--- config.mk ---
export PLATFORM = sky130hd
export DESIGN_NAME = mips_muldiv_flat
export DESIGN_NICKNAME = d
export VERILOG_FILES = /design/src/rtl/mips_muldiv_if.sv /design/src/rtl/mips_muldiv.sv /design/src/flat_wrapper.sv
export SDC_FILE = /design/constraint.sdc
export NUM_CORES = 1
export LEC_CHECK = 0
export ABC_AREA = 1
export BUFFER_PORTS_ARGS = -buffer_cell sky130_fd_sc_hd__clkbuf_2
export CAP_MARGIN = 30
export CORE_UTILIZATION = 30
export CTS_CLUSTER_DIAMETER = 200
export DETAILED_ROUTE_END_ITERATION = 8
export GPL_TIMING_DRIVEN = 1
export PLACE_DENSITY = 0.42
export SLEW_MARGIN = 20
export SYNTH_ARGS = -nofsm -noshare
export SYNTH_HDL_FRONTEND = slang
export SYNTH_SLANG_ARGS = --single-unit
--- constraint.sdc ---
create_clock -name clk -period 3.38 [get_ports clk]
set_input_delay 1.014 -clock clk [delete_from_list [all_inputs] [get_ports clk]]
set_output_delay 1.014 -clock clk [all_outputs]
set_load 0.005 [all_outputs]
--- src/rtl/mips_muldiv_if.sv ---
// Request/response bundle between the pipeline and the multiply/divide unit.
`timescale 1ns/1ps
interface mips_muldiv_if #(parameter int WIDTH = 32);
  logic             start;
  logic [1:0]       op;
  logic [WIDTH-1:0] src_a;
  logic [WIDTH-1:0] src_b;
  logic             hold;
  logic             flush;
  logic             busy;
  logic             done;
  logic [WIDTH-1:0] hi;
  logic [WIDTH-1:0] lo;

  modport master (
    output start, op, src_a, src_b, hold, flush,
    input  busy, done, hi, lo
  );

  modport slave (
    input  start, op, src_a, src_b, hold, flush,
    output busy, done, hi, lo
  );
endinterface

--- src/rtl/mips_muldiv.sv ---
// Iterative MIPS HI/LO multiply/divide unit: one radix-2 step per cycle on
// operand magnitudes, followed by a single sign-fixup cycle.
//
// state | meaning
// IDLE  | waiting for start; hi/lo stable
// RUN   | WIDTH shift-add (mul) or restoring shift-subtract (div) steps
// FIX   | sign correction, hi/lo write, done pulse
`timescale 1ns/1ps
module mips_muldiv #(
  parameter int WIDTH = 32
) (
  input  logic clk,
  input  logic rst_n,
  mips_muldiv_if.slave bus
);
  localparam int CW = $clog2(WIDTH) + 1;

  typedef enum logic [1:0] {IDLE, RUN, FIX} state_t;

  state_t           state_q, state_d;
  logic [CW-1:0]    cnt_q, cnt_d;
  logic [1:0]       op_q, op_d;
  logic [WIDTH-1:0] a_q, a_d, b_q, b_d;
  logic [WIDTH-1:0] rem_q, rem_d;
  logic [WIDTH-1:0] quo_q, quo_d;
  logic [WIDTH-1:0] dvs_q, dvs_d;
  logic [WIDTH-1:0] hi_q, hi_d, lo_q, lo_d;
  logic             done_q, done_d;
  logic             busy_q, busy_d;

  // op[1] selects divide, op[0] selects unsigned
  logic             in_signed, is_signed, is_div, sign_diff;
  logic [WIDTH-1:0] a_mag, b_mag;
  logic [WIDTH:0]   mul_sum, div_shift;
  logic [WIDTH-1:0] div_diff;
  logic             div_ge;
  logic [2*WIDTH-1:0] prod;
  logic [WIDTH-1:0] q_fix, r_fix;

  // Operand magnitudes, one datapath step, and the sign-corrected results
  always_comb begin
    in_signed = ~bus.op[0];
    a_mag     = (in_signed && bus.src_a[WIDTH-1]) ? (~bus.src_a + 1'b1) : bus.src_a;
    b_mag     = (in_signed && bus.src_b[WIDTH-1]) ? (~bus.src_b + 1'b1) : bus.src_b;

    is_signed = ~op_q[0];
    is_div    = op_q[1];
    sign_diff = is_signed && (a_q[WIDTH-1] ^ b_q[WIDTH-1]);

    // Multiply: {rem, quo} shifts right; rem accumulates the multiplicand
    mul_sum   = {1'b0, rem_q} + {1'b0, (quo_q[0] ? dvs_q : {WIDTH{1'b0}})};

    // Divide: shift the next dividend bit in; the top bit of the shifted
    // value guarantees the subtraction fits even when the low part is smaller
    div_shift = {rem_q, quo_q[WIDTH-1]};
    div_diff  = div_shift[WIDTH-1:0] - dvs_q;
    div_ge    = div_shift[WIDTH] || (div_shift[WIDTH-1:0] >= dvs_q);

    prod      = sign_diff ? (~{rem_q, quo_q} + 1'b1) : {rem_q, quo_q};
    q_fix     = sign_diff ? (~quo_q + 1'b1) : quo_q;
    r_fix     = (is_signed && a_q[WIDTH-1]) ? (~rem_q + 1'b1) : rem_q;
  end

  // Next-state and datapath control; flush overrides hold, hold freezes all
  always_comb begin
    state_d = state_q;
    cnt_d   = cnt_q;
    op_d    = op_q;
    a_d     = a_q;
    b_d     = b_q;
    rem_d   = rem_q;
    quo_d   = quo_q;
    dvs_d   = dvs_q;
    hi_d    = hi_q;
    lo_d    = lo_q;
    done_d  = done_q;

    if (bus.flush) begin
      state_d = IDLE;
      done_d  = 1'b0;
    end else if (!bus.hold) begin
      done_d = 1'b0;
      case (state_q)
        IDLE: begin
          if (bus.start) begin
            state_d = RUN;
            cnt_d   = '0;
            op_d    = bus.op;
            a_d     = bus.src_a;
            b_d     = bus.src_b;
            rem_d   = '0;
            quo_d   = a_mag;
            dvs_d   = b_mag;
          end
        end
        RUN: begin
          if (is_div) begin
            rem_d = div_ge ? div_diff : div_shift[WIDTH-1:0];
            quo_d = {quo_q[WIDTH-2:0], div_ge};
          end else begin
            rem_d = mul_sum[WIDTH:1];
            quo_d = {mul_sum[0], quo_q[WIDTH-1:1]};
          end
          cnt_d = cnt_q + 1'b1;
          if (cnt_q == CW'(WIDTH - 1)) state_d = FIX;
        end
        FIX: begin
          if (!is_div) begin
            hi_d = prod[2*WIDTH-1:WIDTH];
            lo_d = prod[WIDTH-1:0];
          end else if (b_q == '0) begin
            hi_d = a_q;
            lo_d = '1;
          end else begin
            hi_d = r_fix;
            lo_d = q_fix;
          end
          done_d  = 1'b1;
          state_d = IDLE;
        end
        default: state_d = IDLE;
      endcase
    end

    busy_d = (state_d != IDLE);
  end

  // State, datapath and output registers
  always_ff @(posedge clk or negedge rst_n) begin
    if (!rst_n) begin
      state_q <= IDLE;
      cnt_q   <= '0;
      op_q    <= '0;
      a_q     <= '0;
      b_q     <= '0;
      rem_q   <= '0;
      quo_q   <= '0;
      dvs_q   <= '0;
      hi_q    <= '0;
      lo_q    <= '0;
      done_q  <= 1'b0;
      busy_q  <= 1'b0;
    end else begin
      state_q <= state_d;
      cnt_q   <= cnt_d;
      op_q    <= op_d;
      a_q     <= a_d;
      b_q     <= b_d;
      rem_q   <= rem_d;
      quo_q   <= quo_d;
      dvs_q   <= dvs_d;
      hi_q    <= hi_d;
      lo_q    <= lo_d;
      done_q  <= done_d;
      busy_q  <= busy_d;
    end
  end

  assign bus.busy = busy_q;
  assign bus.done = done_q;
  assign bus.hi   = hi_q;
  assign bus.lo   = lo_q;
endmodule

--- src/flat_wrapper.sv ---
// flat-port wrapper written by rule: the top's interface ports become plain ports
module mips_muldiv_flat 
#(
  parameter int WIDTH = 32
)
  (clk, rst_n, bus_start, bus_op, bus_src_a, bus_src_b, bus_hold, bus_flush, bus_busy, bus_done, bus_hi, bus_lo);
  mips_muldiv_if #(.WIDTH(WIDTH)) bus_i ();
  input  logic clk;
  input  logic rst_n;
  input wire logic [$bits(bus_i.start)-1:0] bus_start;
  input wire logic [$bits(bus_i.op)-1:0] bus_op;
  input wire logic [$bits(bus_i.src_a)-1:0] bus_src_a;
  input wire logic [$bits(bus_i.src_b)-1:0] bus_src_b;
  input wire logic [$bits(bus_i.hold)-1:0] bus_hold;
  input wire logic [$bits(bus_i.flush)-1:0] bus_flush;
  output wire logic [$bits(bus_i.busy)-1:0] bus_busy;
  output wire logic [$bits(bus_i.done)-1:0] bus_done;
  output wire logic [$bits(bus_i.hi)-1:0] bus_hi;
  output wire logic [$bits(bus_i.lo)-1:0] bus_lo;
  assign bus_i.start = bus_start;
  assign bus_i.op = bus_op;
  assign bus_i.src_a = bus_src_a;
  assign bus_i.src_b = bus_src_b;
  assign bus_i.hold = bus_hold;
  assign bus_i.flush = bus_flush;
  assign bus_busy = bus_i.busy;
  assign bus_done = bus_i.done;
  assign bus_hi = bus_i.hi;
  assign bus_lo = bus_i.lo;
  mips_muldiv #(.WIDTH(WIDTH)) u_core (.clk(clk), .rst_n(rst_n), .bus(bus_i));
endmodule
# Word-level counts from Yosys, hierarchy flattened
# Index checks and enable logic that the tools add are counted.
[totals]
register_bits = 236
latchBits = 0
ramBits = 0
mem_bits_ro = 0
in_bits = 71
out_inout_bits = 66
n_memories = 0
[op_classes]
n_addsub = 8
multipliers = 0
div = 0
order_cmp = 1
eq_ne = 5
shift = 0
mux = 27
n_bitwise = 10
n_reduce_logical = 12
[op_table]
columns = ["cell", "count"]
rows = [
  ["$mux W32", 14],
  ["$add A32 B1 Y32 const B", 4],
  ["$not A32 Y32", 4],
  ["$pmux W32 S2", 2],
  ["$add A64 B1 Y64 const B", 1],
  ["$mux W64", 1],
  ["$not A64 Y64", 1],
  ["$add A32 B32 Y33", 1],
  ["$ge A32 B32 Y1", 1],
  ["$logic_not A32 Y1", 1],
  ["$sub A32 B32 Y32", 1],
  ["$pmux W6 S2", 1],
  ["$mux W2", 4],
  ["$reduce_and A4 Y1", 2],
  ["$add A6 B1 Y6 const B", 1],
  ["$eq A6 B5 Y1 const B", 1],
  ["$mux W6", 1],
  ["$logic_and A1 B1 Y1", 4],
  ["$not A1 Y1", 4],
  ["$pmux W2 S2", 1],
  ["$reduce_bool A2 Y1", 2],
  ["$mux W1", 3],
  ["$reduce_and A3 Y1", 1],
  ["$eq A2 B1 Y1 const B", 1],
  ["6 further kinds", 6],
]

# Depth between registers and ports, before layout
[depth]
word_depth = 6
mapped_depth = 20
mapped_depth_nobuf = 18

# Least setup slack after synthesis
# OpenSTA, ideal clock, no wires.
[synth_path]
path_type = "register to register"
from = "register u_core.quo_q[0]"
to = "register u_core.rem_q[27]"
setup_ns = 0.118
arrival_time_ns = 2.365
path_slack_ns = 0.897
path_stages_with_launch = 20
period_less_slack_ns = 2.483
path_cell_list = "dfrtp_1 > buf_2 > clkbuf_1 > nand2_1 > inv_1 > ha_1 > inv_1 > fa_1 > inv_1 > nand3_1 > nand3_1 > nand2_1 > nand2_1 > nand2_1 > nand2_1 > nand2_1 > nand3_1 > nand3_1 > nand3_1 > nand2_1"
[synth_between]
elab_chain_len = 4
[synth_rtl]
columns = ["item", "line_no", "text"]
rows = [
  ["from (decl)", "mips_muldiv.sv:25", "logic [WIDTH-1:0] quo_q, quo_d;"],
  ["from (signal assigned)", "mips_muldiv.sv:150", "quo_q <= quo_d;"],
  ["$mux W32", "mips_muldiv.sv:51", "mul_sum = {1'b0, rem_q} + {1'b0, (quo_q[0] ? dvs_q : {WIDTH{1'b0}})};"],
  ["$add A32 B32 Y33", "mips_muldiv.sv:51", ""],
  ["$mux W32", "mips_muldiv.sv:97", "if (is_div) begin"],
  ["$pmux W32 S2", "mips_muldiv.sv:83", "case (state_q)"],
  ["to (signal assigned)", "mips_muldiv.sv:149", "rem_q <= rem_d;"],
  ["to (decl)", "mips_muldiv.sv:24", "logic [WIDTH-1:0] rem_q, rem_d;"],
]
# No other way between the ends.
# A chain may end at the register's enable or synchronous reset.

# Worst setup path in the final report
[layout_path]
from = "register u_core.dvs_q[14]"
to = "register u_core.rem_q[11]"
[layout_between]
elab_chain_len = 5
[layout_rtl]
columns = ["item", "line_no", "text"]
rows = [
  ["from (decl)", "mips_muldiv.sv:26", "logic [WIDTH-1:0] dvs_q, dvs_d;"],
  ["from (signal assigned)", "mips_muldiv.sv:151", "dvs_q <= dvs_d;"],
  ["$ge A32 B32 Y1", "mips_muldiv.sv:57", "div_ge = div_shift[WIDTH] || (div_shift[WIDTH-1:0] >= dvs_q);"],
  ["$logic_or A1 B1 Y1", "mips_muldiv.sv:57", ""],
  ["$mux W32", "mips_muldiv.sv:98", "rem_d = div_ge ? div_diff : div_shift[WIDTH-1:0];"],
  ["$mux W32", "mips_muldiv.sv:97", ""],
  ["$pmux W32 S2", "mips_muldiv.sv:83", ""],
]
# No other way between the ends.

==> flow_summary.ini <==
[outcome]
violations = DRC
status = finished with violations

[logic_synthesis]
ys_seq_elements = 235
seq_area_frac_synth_pct = 29.35
avgSynthCellArea_um2 = 6.111
synth_edf_count = 0
yosysWarnings = 0
syn_area_um2 = 20040
synth_ff_type = dfrtp_1
syn_nets = 3421
netlist_instances = 3279
ys_types = 49
synthArstFlopShare_pct = 100.0

[power]
power_leakage_nw = 12.17
power.density_nw_per_um2 = 725.3
ir_drop_v = 0.0003517

[global_routing]
grt_pass1_vias = 20780
use_met2_pct = 39.13
met3_usage_pct = 6.333
grtUsageMet1_pct = 42.50
top_usage_layer = met1
antenna_found_initial = 3
grt_first_pass_wirelength_mm = 139.5
gr-total-overflow = 0
grt_use_total_pct = 27.98
grt_max_degree = 153

[timing]
post-route-period-util_pct = 90.64
final_max_slew_viol_count = 0
relSlewSlack_pct = 43.45
worst-slew-pin-transition_ns = 0.8427
tns_ns = 0
rsz0062_at_grt = false
finalSetupViolations = 0
hold_viol_final = 0
fmax_mhz = 326.4
fin_skew_ns = 0.02503
whs_ns = 0.3868
fin_crit_ns = 3.064

[route]
totalWireLength_mm = 95.03
ant_nets = 0
drt_pass1_iterations = 9
viasPerCell = 5.130
wl_per_cell_um = 22.01
vias = 22150
drcViolationCount = 18
dr.first_iter.drc_count = 2302

[clock_tree]
numClockSinks = 235
cts_hold_buffers = 0
cts_tree = done
cts-buffers-inserted = 34
cts_setup_buffers = 0
clock_latency_ns = 0.57
cts_resized = 0
clk_pin_slew_worst_paths_ns = 0.06
clockRootBuffer = clkbuf_16
ctsLongestPathBuffers = 3
htreeDepth = 2

[finish]
nNetsFinal = 3569
layout-drive-gt1-share_pct = 9.939
layout_common_cells = nand2_1 (941), inv_1 (510), nor2_1 (359)
final_util_pct = 35.16
syn_to_final_growth_pct = 15.78
nFillCells = 7400
multi_input_comb_area_um2 = 11730
seq_area_um2 = 5882
layout_commonest_cell = nand2_1

[placement]
globalplace.congestion = 0.9618
dp_hpwl_mm = 76.61
io_buffers = 136

[die]
rows = 94
die_w_um = 260.4
pin_count = 137
start_util_pct = 30.37
die_h_um = 260.4
die_area_um2 = 67830
fp.coreArea_um2 = 65980

[setup_path]
cp.arrival_ns = 3.51
cp_max_fo = 11
critPathKind = reg2reg
cp-end-kind = register
start_kind = register
cp.required_ns = 3.83

[worst_hold_path]
hold_path.class = in2async

[job]
drv_cap = 0
sequential cells by signal, summed over array words and instances, names as in the netlist, 6 cells and up:
| name | cells |
|---|---|
| u_core.a_q | 32 |
| u_core.bus.hi | 32 |
| u_core.bus.lo | 32 |
| u_core.dvs_q | 32 |
| u_core.quo_q | 32 |
| u_core.rem_q | 32 |
| u_core.b_q | 31 |
| u_core.cnt_q | 6 |
critical path: stages (launching register included):
cell and delay [ns]:
dfrtp_1 0.41, inv_1 0.13, ha_1 0.38, nand2_1 0.14, nor2_1 0.38, a21oi_1 0.16
nand3_1 0.21, nand2_2 0.12, nand2_2 0.17, nand2_1 0.41, o21ai_0 0.34, o21ai_1 0.11
per-layer routing:
metal | part of all wire, % | up-vias | routed length (µm)
met5 | 0 | - | 0
met1 | 49 | 10480 | 46820
met3 | 8.3 | 103 | 7906
met2 | 40 | 801 | 38050
li1 | - | 10770 | -
met4 | 2.4 | 0 | 2251
synth_stat cells, types with 2 or more instances:
| cell type | number | area, µm² |
|---|---|---|
| a21oi_1 | 183 | 915.9 |
| a22oi_1 | 14 | 105.1 |
| a31oi_1 | 19 | 118.9 |
| and2_1 | 4 | 25.02 |
| and3_1 | 3 | 18.77 |
| buf_1 | 10 | 37.54 |
| buf_2 | 24 | 120.1 |
| buf_4 | 2 | 15.01 |
| buf_6 | 2 | 22.52 |
| clkbuf_1 | 67 | 251.5 |
| clkinv_1 | 3 | 11.26 |
| dfrtp_1 | 235 | 5881 |
| fa_1 | 2 | 40.04 |
| ha_1 | 69 | 863.3 |
| inv_1 | 510 | 1914 |
| inv_2 | 23 | 86.33 |
| nand2_1 | 941 | 3532 |
| nand2_2 | 10 | 62.56 |
| nand3_1 | 272 | 1361 |
| nand3_2 | 2 | 20.02 |
| nand3b_1 | 14 | 105.1 |
| nand4_1 | 58 | 362.9 |
| nor2_1 | 364 | 1366 |
| nor2_2 | 13 | 81.33 |
| nor2_4 | 3 | 33.78 |
| nor3_1 | 32 | 160.2 |
| nor3_2 | 8 | 80.08 |
| nor3b_1 | 2 | 15.01 |
| nor4_1 | 5 | 31.28 |
| o211ai_1 | 14 | 105.1 |
| o21a_1 | 7 | 52.55 |
| o21ai_0 | 216 | 1081 |
| o21ai_1 | 25 | 125.1 |
| o21bai_1 | 12 | 90.09 |
| o221ai_1 | 12 | 105.1 |
| o22ai_1 | 7 | 43.79 |
| o31ai_1 | 8 | 60.06 |
| or2_2 | 6 | 37.54 |
| xnor2_1 | 15 | 131.4 |
| xor2_1 | 54 | 473.0 |
where the power goes:
| group | switching (mW) | internal [mW] | leakage [nW] |
|---|---|---|---|
| combinational | 6.50 | 2.65 | 8.71 |
| sequential | 0.574 | 3.36 | 2.91 |
| clock | 1.52 | 2.22 | 0.554 |
| total | 8.60 | 8.23 | 12.2 |
worst paths after layout:
check,from,depth (start not counted),slack [ns],endpoint
setup / recovery,u_core.dvs_q[14],11,0.32,u_core.rem_q[11]
hold / removal,rst_n,1,0.39,u_core.bus.lo[11]
setup reg to reg,u_core.dvs_q[14],11,0.32,u_core.rem_q[11]
hold reg to reg,u_core.b_q[14],1,0.49,u_core.b_q[14]
max in group asynchronous,rst_n,2,2.13,u_core.a_q[4]
min in group clk,u_core.b_q[14],1,0.49,u_core.b_q[14]
metrics by stage:
| step | setup WS, ns | total power, mW | std cells | instance area [µm²] |
|---|---|---|---|---|
| floorplan | 0.8970 | 9.321 | 3279 | 20040 |
| global placement | 0.1051 | 12.98 | 4255 | 22060 |
| detailed placement | 0.1236 | 12.94 | 4255 | 22060 |
| CTS | 0.3704 | 16.79 | 4315 | 23190 |
| global route | 0.03265 | 17.97 | 4315 | 23190 |
| finish | 0.3165 | 16.83 | 4317 | 23200 |
final cells by class:
type,count,area share [%]
multi-input combinational,2403,50.55
tap,864,4.660
antenna,2,0.02157
clock inverter,11,0.7496
inverter,536,8.672
sequential,235,25.35
clock buffer,49,4.126
timing repair buffer,217,5.868
cells by family after synthesis:
logic type                 after synthesis  synth area share, %
adders and majority gates               71                4.508
DFF                                    235                29.35
AOI/OAI and AO/OA                      524                14.37
and+or+nand+nor                       1739                36.49
xor gates and xnor gates                69                3.016
buffers and inverters                  641                12.27
No activity file was read; power rests on OpenSTA's default activity.
